### config.mk
export PLATFORM = sky130hd
export DESIGN_NAME = mse_serial_master
export DESIGN_NICKNAME = d
export VERILOG_FILES = /design/src/rtl/mse_serial_pkg.sv /design/src/rtl/mse_sclk_gen.sv /design/src/rtl/mse_serial_master.sv
export SDC_FILE = /design/constraint.sdc
export NUM_CORES = 1
export LEC_CHECK = 0
export BUFFER_PORTS_ARGS = -buffer_cell sky130_fd_sc_hd__buf_2
export CORE_ASPECT_RATIO = 1.2
export CORE_MARGIN = 2
export CORE_UTILIZATION = 30
export DETAILED_ROUTE_END_ITERATION = 10
export PLACE_DENSITY = 0.58
export SETUP_SLACK_MARGIN = 0.05
export SLEW_MARGIN = 0
export SYNTH_ARGS = -nofsm -noshare
export SYNTH_HDL_FRONTEND = slang
export SYNTH_SLANG_ARGS = --single-unit
### constraint.sdc
create_clock -name csi_MCLK_clk -period 2.7 [get_ports csi_MCLK_clk]
set_input_delay 0.135 -clock csi_MCLK_clk [delete_from_list [all_inputs] [get_ports csi_MCLK_clk]]
set_output_delay 0.135 -clock csi_MCLK_clk [all_outputs]
set_load 0.005 [all_outputs]
### src/rtl/mse_serial_pkg.sv
// Shared definitions for the MSE serial link: the master FSM states, the
// command byte layout and the default timing values the slave model also uses.
package mse_serial_pkg;

  typedef enum logic [2:0] {
    IDLE  = 3'd0,
    CMD   = 3'd1,
    WDATA = 3'd2,
    WAIT  = 3'd3,
    RDATA = 3'd4,
    DONE  = 3'd5,
    GAP   = 3'd6
  } state_e;

  localparam int CMD_W       = 8;
  localparam int WR_BIT      = 7;
  localparam int DEF_CLK_DIV = 4;
  localparam int DEF_TIMEOUT = 4096;

  // Command byte sent first on the wire: write flag in the top bit, then the address.
  function automatic logic [CMD_W-1:0] make_cmd(input logic wr, input logic [WR_BIT-1:0] addr);
    return {wr, addr};
  endfunction

endpackage

### src/rtl/mse_sclk_gen.sv
// SCLK half-period generator: toggles sclk every CLK_DIV enabled clocks and
// flags the clock edges on which sclk rises or falls.
module mse_sclk_gen
  import mse_serial_pkg::*;
#(
  parameter int CLK_DIV = DEF_CLK_DIV
) (
  input  logic clk_i,
  input  logic rst_i,
  input  logic en_i,
  output logic sclk_o,
  output logic rise_evt_o,
  output logic fall_evt_o
);

  localparam int CW = (CLK_DIV > 2) ? $clog2(CLK_DIV) : 1;

  logic [CW-1:0] cnt_q, cnt_d;
  logic          sclk_q, sclk_d;
  logic          wrap_s;

  assign wrap_s     = en_i && (cnt_q == CW'(CLK_DIV - 1));
  assign rise_evt_o = wrap_s && !sclk_q;
  assign fall_evt_o = wrap_s && sclk_q;
  assign sclk_o     = sclk_q;

  // Counter and sclk next state; disabling parks the clock low and restarts the count.
  always_comb begin
    cnt_d  = cnt_q;
    sclk_d = sclk_q;
    if (!en_i) begin
      cnt_d  = '0;
      sclk_d = 1'b0;
    end else if (wrap_s) begin
      cnt_d  = '0;
      sclk_d = ~sclk_q;
    end else begin
      cnt_d  = cnt_q + CW'(1);
    end
  end

  // Counter and sclk registers.
  always_ff @(posedge clk_i) begin
    if (rst_i) begin
      cnt_q  <= '0;
      sclk_q <= 1'b0;
    end else begin
      cnt_q  <= cnt_d;
      sclk_q <= sclk_d;
    end
  end

endmodule

### src/rtl/mse_serial_master.sv
// Host-side master of the MSE serial link: turns one read/write command into a
// framed SLE/SCLK/SDO transaction and reports the result on a response pulse.
module mse_serial_master
  import mse_serial_pkg::*;
#(
  parameter int CLK_DIV = DEF_CLK_DIV,
  parameter int TIMEOUT = DEF_TIMEOUT,
  parameter int ADDR_W  = 7,
  parameter int DATA_W  = 32
) (
  input  logic              csi_MCLK_clk,
  input  logic              rsi_MRST_reset,
  input  logic              cmd_valid,
  output logic              cmd_ready,
  input  logic              cmd_write,
  input  logic [ADDR_W-1:0] cmd_addr,
  input  logic [DATA_W-1:0] cmd_wdata,
  output logic              rsp_valid,
  output logic [DATA_W-1:0] rsp_rdata,
  output logic              rsp_timeout,
  output logic              busy,
  output logic              ser_sclk,
  output logic              ser_sle,
  output logic              ser_sdo,
  input  logic              ser_sdi,
  input  logic              ser_srdy
);

  localparam int TX_W = CMD_W - 1 + DATA_W;
  localparam int BW   = $clog2(DATA_W + 1);
  localparam int TW   = $clog2((TIMEOUT > CLK_DIV) ? TIMEOUT : CLK_DIV);

  state_e            state_q, state_d;
  logic [TX_W-1:0]   tx_q, tx_d;
  logic [DATA_W-1:0] rx_q, rx_d;
  logic [BW-1:0]     bit_q, bit_d;
  logic [TW-1:0]     to_q, to_d;
  logic              wr_q, wr_d;
  logic              sle_q, sle_d;
  logic              sdo_q, sdo_d;
  logic              rsp_valid_q, rsp_valid_d;
  logic [DATA_W-1:0] rsp_rdata_q, rsp_rdata_d;
  logic              rsp_timeout_q, rsp_timeout_d;
  logic              cmd_ready_q, busy_q;
  logic              srdy_meta_q, srdy_sync_q;

  logic              sclk_en_s, rise_evt_s, fall_evt_s;
  logic [CMD_W-1:0]  cmd_s;
  logic [BW-1:0]     last_bit_s;

  assign cmd_s      = make_cmd(cmd_write, cmd_addr[WR_BIT-1:0]);
  assign sclk_en_s  = (state_q == CMD) || (state_q == WDATA) || (state_q == RDATA);
  assign last_bit_s = (state_q == CMD) ? BW'(CMD_W - 1) : BW'(DATA_W - 1);

  mse_sclk_gen #(.CLK_DIV(CLK_DIV)) u_sclk_gen (
    .clk_i      (csi_MCLK_clk),
    .rst_i      (rsi_MRST_reset),
    .en_i       (sclk_en_s),
    .sclk_o     (ser_sclk),
    .rise_evt_o (rise_evt_s),
    .fall_evt_o (fall_evt_s)
  );

  // Frame sequencing; sdo only changes together with a falling sclk edge.
  always_comb begin
    state_d       = state_q;
    tx_d          = tx_q;
    rx_d          = rx_q;
    bit_d         = bit_q;
    to_d          = to_q;
    wr_d          = wr_q;
    sle_d         = sle_q;
    sdo_d         = sdo_q;
    rsp_valid_d   = 1'b0;
    rsp_rdata_d   = rsp_rdata_q;
    rsp_timeout_d = rsp_timeout_q;
    case (state_q)
      IDLE: begin
        if (cmd_valid && cmd_ready_q) begin
          state_d = CMD;
          wr_d    = cmd_write;
          tx_d    = {cmd_s[CMD_W-2:0], cmd_wdata};
          sle_d   = 1'b1;
          sdo_d   = cmd_s[WR_BIT];
          bit_d   = '0;
        end else begin
          state_d = IDLE;
        end
      end
      CMD, WDATA: begin
        if (fall_evt_s) begin
          tx_d  = {tx_q[TX_W-2:0], 1'b0};
          sdo_d = tx_q[TX_W-1];
          if (bit_q == last_bit_s) begin
            bit_d = '0;
            if ((state_q == CMD) && wr_q) begin
              state_d = WDATA;
            end else begin
              state_d = WAIT;
              sdo_d   = 1'b0;
              to_d    = '0;
            end
          end else begin
            bit_d = bit_q + BW'(1);
          end
        end else begin
          bit_d = bit_q;
        end
      end
      WAIT: begin
        if (srdy_sync_q) begin
          if (wr_q) begin
            state_d       = DONE;
            sle_d         = 1'b0;
            rsp_valid_d   = 1'b1;
            rsp_rdata_d   = '0;
            rsp_timeout_d = 1'b0;
          end else begin
            state_d = RDATA;
            rx_d    = '0;
            bit_d   = '0;
          end
        end else if (to_q == TW'(TIMEOUT - 1)) begin
          state_d       = DONE;
          sle_d         = 1'b0;
          rsp_valid_d   = 1'b1;
          rsp_rdata_d   = '0;
          rsp_timeout_d = 1'b1;
        end else begin
          to_d = to_q + TW'(1);
        end
      end
      RDATA: begin
        if (rise_evt_s) begin
          rx_d = {rx_q[DATA_W-2:0], ser_sdi};
        end else if (fall_evt_s) begin
          if (bit_q == last_bit_s) begin
            state_d       = DONE;
            sle_d         = 1'b0;
            rsp_valid_d   = 1'b1;
            rsp_rdata_d   = rx_q;
            rsp_timeout_d = 1'b0;
          end else begin
            bit_d = bit_q + BW'(1);
          end
        end else begin
          rx_d = rx_q;
        end
      end
      DONE: begin
        state_d = GAP;
        to_d    = '0;
      end
      GAP: begin
        if (to_q == TW'(CLK_DIV - 1)) begin
          state_d = IDLE;
        end else begin
          to_d = to_q + TW'(1);
        end
      end
      default: begin
        state_d = IDLE;
        sle_d   = 1'b0;
        sdo_d   = 1'b0;
      end
    endcase
  end

  // State and datapath registers; cmd_ready/busy follow the upcoming state.
  always_ff @(posedge csi_MCLK_clk) begin
    if (rsi_MRST_reset) begin
      state_q       <= IDLE;
      tx_q          <= '0;
      rx_q          <= '0;
      bit_q         <= '0;
      to_q          <= '0;
      wr_q          <= 1'b0;
      sle_q         <= 1'b0;
      sdo_q         <= 1'b0;
      rsp_valid_q   <= 1'b0;
      rsp_rdata_q   <= '0;
      rsp_timeout_q <= 1'b0;
      cmd_ready_q   <= 1'b1;
      busy_q        <= 1'b0;
    end else begin
      state_q       <= state_d;
      tx_q          <= tx_d;
      rx_q          <= rx_d;
      bit_q         <= bit_d;
      to_q          <= to_d;
      wr_q          <= wr_d;
      sle_q         <= sle_d;
      sdo_q         <= sdo_d;
      rsp_valid_q   <= rsp_valid_d;
      rsp_rdata_q   <= rsp_rdata_d;
      rsp_timeout_q <= rsp_timeout_d;
      cmd_ready_q   <= (state_d == IDLE);
      busy_q        <= (state_d != IDLE);
    end
  end

  // Two-stage synchronizer for the asynchronous slave ready.
  always_ff @(posedge csi_MCLK_clk) begin
    if (rsi_MRST_reset) begin
      srdy_meta_q <= 1'b0;
      srdy_sync_q <= 1'b0;
    end else begin
      srdy_meta_q <= ser_srdy;
      srdy_sync_q <= srdy_meta_q;
    end
  end

  assign cmd_ready   = cmd_ready_q;
  assign busy        = busy_q;
  assign ser_sle     = sle_q;
  assign ser_sdo     = sdo_q;
  assign rsp_valid   = rsp_valid_q;
  assign rsp_rdata   = rsp_rdata_q;
  assign rsp_timeout = rsp_timeout_q;

endmodule
==> results.tsv <==
metric	value	unit
Cells after Synth	709	
Synth top area share	44.17	%
PwrDens	650.1	mW/mm²
HPWL Detailed	9515	µm
sequential area share after synthesis	44.17	%
TritonRoute pass-1 iters	4	
top-count cell post-synth	dfxtp_1	
Die Span Y	161.0	µm
Post-CTS Resized	0	
Worst Hold Depth	3	
final net count	828	
outcome	finished clean	
final hold vios	0	
Setup CP Type	reg -> reg	
Flop pwr share	43.8	%
mux share of post-synthesis cell area	12.26	%
arrival time worst endpoint	2.73	ns
Crit. End Element	flop	
grt total ovfl	0	
gpl congestion	0.8223	
Die Width	134.8	µm
number of global-route vias before repair	5042	
worst vdd ir	0.4823	mV
vias	5216	
Core ar.	0.02018	mm²
routed length per instance	13.56	µm
Post-DRT Antenna Nets	0	
Post-CTS Setup Inserts	0	
initial core utilization	30.54	%
Switching Share	26.34	%
Internal	3.585	mW
register area	0.002723	mm²
unrepaired setup endpoints after global routing	false	
Synthesized Nets	757	
# setup viols final	0	
Worst R2R Path Depth	6	
CTS tree	built	
Synth Area in Compound Gates	15.55	%
Syn Std Cell Area	0.006163	mm²
H-Tree Depth	4	
largest net degree at the start of global routing	65	
clk root buf	clkbuf_16	
area of the multi-input gates	0.003179	mm²
Leakage Power	3.084	nW
number of DRC markers in iteration 0	320	
fraction of layout cells with a size suffix above 1	19.67	%
gr usage total	13.78	%
Post-synth top flop	dfxtp_1	
Placed Instances	1023	
hold path endpoint	tx_q[1]	
wl on met1	6802	µm
FILL cells	2047	
Synth top cells by count	dfxtp_1, nand3_1, nand2_1	
num ports	84	
reg2reg end	rsp_rdata[16]	
routed wl met3	1025	µm
highest routed layer	met4	
Clk Latency, worst-skew pair	0.42	ns
EDFF count, synth	0	
average size of a mapped cell	8.693	µm²
Max Slew Vio Count	0	
area of the die	0.02171	mm²
Max-slew headroom	39.99	%
Fin Setup TNS	0	ns
YS warnings	0	
Final period util	88.27	%
Clock power frac	47.1	%
Unique masters post-synth	66	
Final min period	2.383	ns
largest family of logic cells by synthesized area	simple AND/OR/NAND/NOR gates	
critical hold path startpoint	cmd_wdata[1]	
Synth Area in XOR/XNOR	0.4263	%
# rows	57	
worst hold-check path type	in -> reg	
DRT Wirelength	14350	µm
Req. time, crit path	3.04	ns
synthesized-area fraction occupied by adder cells	0.6090	%
Clock transition at path regs	0.06	ns
Reg-to-Reg Start	state_q[1]	
Sw Pwr	1.282	mW
Simple-Gate Fraction of Synth Area	22.09	%
via/cell ratio	4.930	
Port Buf Inserts	83	
CTS Sinks	136	
Area Overhead vs Synth	21.48	%
first-pass GRT wire length	24650	µm
Synth area leaders	dfxtp_1, mux2i_1, nand3_1	
CP max FO	33	
minimum setup slack among reg-to-reg paths	0.32	ns
cts bufs inserted	17	
startpoint types	flop	
Clock Skew	0.009562	ns
antenna diode count	0	
final core occ	37.10	%
Clock Path Buffers	2	
async set or reset register ratio after synthesis	0	%
drc violations	0	
fin cells	1058	
post-cts hold buffer count	3	
Gate power share	9.1	%
met2 routed WL	6321	µm
Peak Freq	419.6	MHz
Seq cells post-synth	136	
actual transition at the worst max-transition pin	0.8932	ns
max-cap viol count	0	
Synth area leader	dfxtp_1	
initial antenna violation count	0	
==> worst max-delay path: stages, from the launching register on <==
cell and delay [ns]:
dfxtp_1 0.42, or3b_2 0.58, o32a_1 0.33, o31ai_1 0.11, a21o_2 0.14, buf_4 0.46
mux2i_1 0.25
==> how the worst max path moves through the flow <==
| stage | start | endpoint | slack (ns) | cells after the start |
|---|---|---|---|---|
| final | state_q[1] | rsp_rdata[16] | 0.32 | 6 |
| after global routing | state_q[1] | rsp_rdata[15] | 0.13 | 6 |
| after CTS | state_q[1] | rsp_rdata[16] | 0.30 | 6 |
| after detailed placement | state_q[1] | rsp_rdata[16] | 0.32 | 6 |
| after global placement | state_q[1] | rsp_rdata[15] | 0.36 | 6 |
| after floorplan | u_sclk_gen.cnt_q[0] | to_q[6] | 0.62 | 7 |
==> flip-flops by register name, indices dropped and copies added (netlist names) <==
name / cells
wr_q: 1
bit_q: 6
state_q: 3
rx_q: 32
rsp_valid: 1
srdy_meta_q: 1
srdy_sync_q: 1
busy: 1
rsp_timeout: 1
u_sclk_gen.sclk_o: 1
rsp_rdata: 32
tx_q: 39
cmd_ready: 1
ser_sdo: 1
ser_sle: 1
to_q: 12
u_sclk_gen.cnt_q: 2
==> final cells by class <==
cell class / count / share of cell area [%]
clock buffer: 17 / 5.682
timing repair buffer: 107 / 8.222
multi-input combinational: 505 / 42.46
clock inverter: 15 / 2.189
tap: 265 / 4.428
inverter: 13 / 0.6517
sequential: 136 / 36.36
==> cell usage in the layout, fill, tap and decap left out, types with 3 or more instances in the layout <==
master / n
a221o_1: 4
a21oi_1: 48
or3_1: 4
o211ai_1: 7
o31ai_1: 6
nand4_1: 5
nand2b_1: 3
a211oi_1: 40
dlygate4sd3_1: 3
and2_1: 3
dfxtp_1: 136
ha_1: 3
nor4b_1: 3
inv_1: 12
nor3_1: 9
buf_4: 20
nor2_1: 62
nand3_1: 83
and3_1: 7
inv_6: 5
clkinv_4: 3
nand2_1: 78
clkbuf_16: 17
a31oi_1: 4
buf_2: 83
nor2b_1: 5
mux2i_1: 71
nor4_1: 5
o21ai_0: 8
==> kinds of logic after synthesis <==
kind of cell	after synthesis
flip-flops	136
multiplexers	74
XOR/XNOR	3
AO/OA/AOI/OAI	141
AND/OR/NAND/NOR	284
adder cells (fa/ha/maj)	3
buffers and inverters	68
==> metal layers <==
layer  GRT usage, %  vias to the layer above
met2          20.81                       97
met4          4.402                        0
met5              0                        -
li1               -                     2707
met3          5.775                       17
met1          17.79                     2395
==> power groups by stage <==
stage | Sequential, mW | Clock (mW) | Combinational (mW)
after global placement | 2.18 | 0 | 0.437
after global routing | 2.14 | 2.44 | 0.501
after detailed placement | 2.18 | 0 | 0.444
after CTS | 2.13 | 2.35 | 0.447
after floorplan | 2.16 | 0 | 0.324
final | 2.13 | 2.29 | 0.442
==> per-stage QoR <==
step / setup slack, ns / hold WS [ns] / power, mW / instance area, µm²
6_report: 0.3166 / 0.05272 / 4.867 / 7487
5_1_grt: 0.1283 / 0.04688 / 5.086 / 7487
4_1_cts: 0.3037 / 0.04023 / 4.929 / 7487
3_5_place_dp: 0.3153 / 0.3468 / 2.620 / 6868
3_3_place_gp: 0.3573 / 0.3463 / 2.613 / 6868
2_1_floorplan: 0.6161 / 0.2229 / 2.486 / 6163
(Power assumes the default switching activity.)
